## src/rtl/reg_file_pkg.sv

```systemverilog
// Shared types and helpers for the register file and its pending scoreboard.
package reg_file_pkg;

    localparam int unsigned MAX_NREGS = 64;
    localparam int unsigned REG_ZERO  = 0;

    typedef logic [MAX_NREGS-1:0] pend_vec_t;

    function automatic int unsigned clog2(input int unsigned n);
        int unsigned r = 0;
        for (int unsigned i = 0; i < 32; i++) begin
            if ((32'd1 << i) < n) r = i + 1;
        end
        return r;
    endfunction

    function automatic int unsigned popcount(input pend_vec_t v);
        int unsigned c = 0;
        for (int unsigned i = 0; i < MAX_NREGS; i++) begin
            c += 32'(v[i]);
        end
        return c;
    endfunction

endpackage

```

## src/rtl/reg_scoreboard.sv

```systemverilog
// Per-register pending bits: issue marks a destination busy, writeback clears it.
module reg_scoreboard
    import reg_file_pkg::*;
#(
    parameter int unsigned NREGS = 32,
    parameter int unsigned AW    = clog2(NREGS)
) (
    input  logic          clk,
    input  logic          rst,
    input  logic          iss_valid,
    input  logic [AW-1:0] iss_rd,
    input  logic          we,
    input  logic [AW-1:0] wa,
    input  logic [AW-1:0] ra1,
    input  logic [AW-1:0] ra2,
    output logic          haz1,
    output logic          haz2,
    output logic [AW:0]   busy_cnt
);

    localparam int unsigned CW = AW + 1;

    logic [NREGS-1:0] pend_q, pend_d;
    logic [AW:0]      busy_q, busy_d;

    // Clear is applied before set so a new producer issued in the writeback cycle wins.
    always_comb begin
        pend_d = pend_q;
        for (int unsigned r = 1; r < NREGS; r++) begin
            if (we && wa == AW'(r))            pend_d[r] = 1'b0;
            if (iss_valid && iss_rd == AW'(r)) pend_d[r] = 1'b1;
        end
        pend_d[REG_ZERO] = 1'b0;
        busy_d = CW'(popcount(pend_vec_t'(pend_d)));
    end

    always_ff @(posedge clk) begin
        if (rst) begin
            pend_q <= '0;
            busy_q <= '0;
        end else begin
            pend_q <= pend_d;
            busy_q <= busy_d;
        end
    end

    assign haz1     = pend_q[ra1];
    assign haz2     = pend_q[ra2];
    assign busy_cnt = busy_q;

endmodule

```

## src/rtl/reg_file_sb.sv

```systemverilog
// NREGS x WIDTH register file, r0 hardwired to zero, with pending scoreboard.
// Optional write-through forwarding under `REGFILE_BYPASS_EN.
module reg_file_sb
    import reg_file_pkg::*;
#(
    parameter int unsigned WIDTH = 32,
    parameter int unsigned NREGS = 32,
    parameter int unsigned AW    = clog2(NREGS)
) (
    input  logic             clk,
    input  logic             rst,
    input  logic [AW-1:0]    ra1,
    input  logic [AW-1:0]    ra2,
    output logic [WIDTH-1:0] rd1,
    output logic [WIDTH-1:0] rd2,
    input  logic             we,
    input  logic [AW-1:0]    wa,
    input  logic [WIDTH-1:0] wd,
    input  logic             iss_valid,
    input  logic [AW-1:0]    iss_rd,
    output logic             haz1,
    output logic             haz2,
    output logic [AW:0]      busy_cnt
);

    localparam logic [AW-1:0] ZERO_ADDR = AW'(REG_ZERO);

    logic [WIDTH-1:0] mem_q [NREGS];
    logic             sb_haz1, sb_haz2;

    always_ff @(posedge clk) begin
        if (rst) begin
            for (int unsigned i = 0; i < NREGS; i++) mem_q[i] <= '0;
        end else if (we && wa != ZERO_ADDR) begin
            mem_q[wa] <= wd;
        end
    end

    reg_scoreboard #(
        .NREGS (NREGS),
        .AW    (AW)
    ) u_sb (
        .clk       (clk),
        .rst       (rst),
        .iss_valid (iss_valid),
        .iss_rd    (iss_rd),
        .we        (we),
        .wa        (wa),
        .ra1       (ra1),
        .ra2       (ra2),
        .haz1      (sb_haz1),
        .haz2      (sb_haz2),
        .busy_cnt  (busy_cnt)
    );

    always_comb begin
        rd1  = (ra1 == ZERO_ADDR) ? '0 : mem_q[ra1];
        rd2  = (ra2 == ZERO_ADDR) ? '0 : mem_q[ra2];
        haz1 = sb_haz1;
        haz2 = sb_haz2;
`ifdef REGFILE_BYPASS_EN
        if (we && wa != ZERO_ADDR && wa == ra1) begin
            rd1  = wd;
            haz1 = 1'b0;
        end
        if (we && wa != ZERO_ADDR && wa == ra2) begin
            rd2  = wd;
            haz2 = 1'b0;
        end
`endif
    end

endmodule

```

## config.mk

```make
export PLATFORM = sky130hd
export DESIGN_NAME = reg_file_sb
export DESIGN_NICKNAME = d
export VERILOG_FILES = /design/src/rtl/reg_file_pkg.sv /design/src/rtl/reg_scoreboard.sv /design/src/rtl/reg_file_sb.sv
export SDC_FILE = /design/constraint.sdc
export NUM_CORES = 2
export LEC_CHECK = 0
export CAP_MARGIN = 15
export CORE_MARGIN = 5
export CORE_UTILIZATION = 24
export DETAILED_ROUTE_END_ITERATION = 16
export GPL_TIMING_DRIVEN = 0
export HOLD_SLACK_MARGIN = 0.1
export PLACE_DENSITY = 0.42
export SYNTH_ARGS = -nofsm -noshare
export SYNTH_HDL_FRONTEND = slang
export SYNTH_HIERARCHICAL = 1
export SYNTH_SLANG_ARGS = --single-unit
```

## constraint.sdc

```tcl
create_clock -name clk -period 14.7 [get_ports clk]
set_input_delay 1.47 -clock clk [delete_from_list [all_inputs] [get_ports clk]]
set_output_delay 1.47 -clock clk [all_outputs]
set_load 0.05 [all_outputs]
```

==> reports/results.ini <==
[status]
status = finished, final reports clean

[final_layout]
regArea_sq_um = 31500
multi_input_area_sq_um = 23700
fillCellCount = 24000
layout_common_cells = edfxtp_1 (1024), and2_1 (1005), mux4_2 (478)
drive_above_1_share_pct = 21.3
nNetsFinal = 4254
syn2layout_area_growth_pct = 17.9
layout_commonest_cell = edfxtp_1

[die]
dieHeight_um = 498
initial_core_util_pct = 24.1
pin_count = 128
die_width_um = 498
dieArea_sq_um = 248000
coreArea_sq_um = 237000
rows = 179

[sta]
min_period_over_period_pct = 59.7
fin_setup_tns_ns = 0
timing_worst_slew_pin_value_ns = 1.36
rsz0062_at_grt = false
setup_viol = 0
fin_skew_ns = 0.0318
final.min_clock_period_ns = 8.77
max_slew_margin_pct = 8.93
finalHoldViolCount = 0
maxSlewViolCount = 0
fmax_ghz = 0.114

[worst_setup_path]
setup.worst_path.class = in2out
cp_max_fo = 11
path_cells = clkdlybuf4s50_1, nand2b_1, clkbuf_1, or2_2, clkbuf_1, clkbuf_1, o22ai_1, nor3_1, clkdlybuf4s50_1
worstPathArrival_ns = 7.30
cp_common_cell = clkbuf_1
cp_slowest_cell = clkdlybuf4s50_1
crit_buf_inv = 5
cp.required_ns = 13.23
end_kind = primary output
start_kind = primary input
slowest_delay_ns = 1.07
crit_family = buffers and inverters

[synth]
synth_top_family_by_area = multiplexers
synth_edf_count = 1024
yosysWarnings = 6
synth-seq-cells = 1061
synth_compound_area_share_pct = 4.14
synth-seq-area-share_pct = 55.2
synth_fa_ha_area_share_pct = 0.960
netlist_area_sq_um = 57100
async_flop_share_pct = 0
synthSimpleGateAreaFrac_pct = 13.8
yosys_most_used_dff = edfxtp_1
postSynthAreaPerCell_sq_um = 14.9
ys_types = 57
synth_xor_area_share_pct = 0.0307
netlist_instances = 3821
synth_mux_area_share_pct = 22.4

[route]
routedWlPerCell_um = 35.6
firstDrtPassIters = 5
drc = 0
ant_nets = 0
drt_iter0_drc = 4384
wl_um = 265000
vias_per_cell = 5.13
num_vias = 38200

[cts]
clk_pin_slew_ns = 0.06
numCtsBuffers = 120
cts_resized = 0
clockBufferDepth = 3
postCtsSetupBuffers = 0
clock_sinks = 1061
clockRootBuffer = clkbuf_16
htree_levels = 3
cts_hold_buffers = 0
clkLatencyLatePin_ns = 0.76
cts_tree = yes

[pwr]
total_power_w = 0.00774
vdd_ir_drop_max_mv = 0.100
leakage_nw = 22.7
power_density_nw_per_um2 = 115

[placement]
port_buffers = 123
place.detailed.hpwl_um = 190000
gp_congestion = 0.883

[grt]
grt_antenna_before_repair = 26
grt_pass1_vias = 38600
grtUsageTotal_pct = 20.7
gr-total-overflow = 0
grt_max_degree = 33
grt_pass1_wl_um = 350000

[flow_run]
max_cap_viol_count = 0

[min_path]
hp-class = reg2reg

-- flip-flops by register name, indices dropped and copies added, names as in the netlist --
name / flops
mem_q: 1024
u_sb/pend_q: 31
u_sb/busy_cnt: 6
-- where the power goes --
group	total [W]	internal (W)	switching, W
clock	0.00297	0.00161	0.00135
sequential	0.00357	0.00348	0.0000884
combinational	0.00121	0.000437	0.000771
-- cell usage after synthesis, drive strengths merged (5+ instances only) --
library cell | n | area [sq um]
fa | 23 | 460
nor2 | 73 | 274
inv | 35 | 131
nand2b | 12 | 75.1
nor2b | 24 | 150
buf | 122 | 823
or3b | 6 | 52.6
nor3 | 59 | 295
a21oi | 21 | 105
nand3b | 5 | 37.5
nand3 | 13 | 65.1
mux2 | 30 | 338
dfxtp | 37 | 741
and2 | 1005 | 6290
or2 | 33 | 206
nand2 | 43 | 161
o21ai | 6 | 30.0
o22ai | 103 | 644
edfxtp | 1024 | 30700
a22o | 58 | 508
nor4 | 6 | 37.5
clkbuf | 278 | 1040
a22oi | 41 | 308
a211oi | 9 | 67.6
ha | 7 | 87.6
mux2i | 168 | 1680
a2111oi | 55 | 533
mux4 | 478 | 10800
-- cell type report --
class | instances | area share [%]
diodes | 9 | 0.0335
repair buffers | 194 | 3.53
multi-input cells | 2356 | 35.3
flip-flops and latches | 1061 | 46.8
well taps | 3167 | 5.89
clock inverters | 74 | 0.855
clock buffers | 150 | 4.66
plain buffers | 400 | 2.79
inverters | 35 | 0.195
-- stage by stage --
stage | util [%] | worst slack [ns] | hold WS (ns) | area [sq um] | cells
detailed placement | 26.7 | 6.19 | 0.560 | 63400 | 7204
global route | 28.4 | 5.98 | 0.602 | 67300 | 7438
floorplan | - | 8.22 | 0.471 | 57200 | 3852
global placement | 26.3 | 5.21 | 0.555 | 62400 | 7142
CTS | 28.3 | 6.13 | 0.572 | 67100 | 7428
finish | 28.4 | 5.93 | 0.568 | 67300 | 7446
-- tightest hold or removal path: cells and delay by family, from the launching register on --
family / cells / cell delay (ns)
flops: 1 / 0.36
compound gates: 1 / 0.06
simple gates: 1 / 0.10
-- kinds of logic (layout without fill, tap and decap cells) --
| family | after synthesis | count (layout) |
|---|---|---|
| other | 1 | 41 |
| multiplexers | 676 | 676 |
| flip-flops | 1061 | 1061 |
| adder cells (fa/ha/maj) | 30 | 30 |
| AO/OA/AOI/OAI | 312 | 312 |
| buffers and inverters | 435 | 853 |
| AND/OR/NAND/NOR | 1304 | 1304 |
| XOR/XNOR | 2 | 2 |
-- path summary, 6_finish.rpt --
| check | from | end | slack [ns] | depth (start not counted) |
|---|---|---|---|---|
| worst max-delay path | ra1[4] | rd1[22] | 5.93 | 9 |
| worst min register to register | u_sb/pend_q[15]$_SDFF_PP0_ | u_sb/pend_q[15]$_SDFF_PP0_ | 0.57 | 2 |
| worst min-delay path | u_sb/pend_q[15]$_SDFF_PP0_ | u_sb/pend_q[15]$_SDFF_PP0_ | 0.57 | 2 |
| worst max register to register | u_sb/pend_q[6]$_SDFF_PP0_ | u_sb/busy_cnt[4]$_SDFF_PP0_ | 9.40 | 18 |
-- routing by layer --
| layer | share of wire, % | global-route usage [%] | routed length, um | up-vias |
|---|---|---|---|---|
| met5 | 0.017 | 0 | 46 | - |
| met4 | 5.0 | 8.74 | 13200 | 6 |
| met3 | 7.5 | 4.11 | 19800 | 447 |
| met2 | 46 | 32.7 | 121000 | 1902 |
| met1 | 42 | 27.7 | 111000 | 20400 |
| li1 | - | - | - | 15400 |
(Power assumes the default switching activity.)
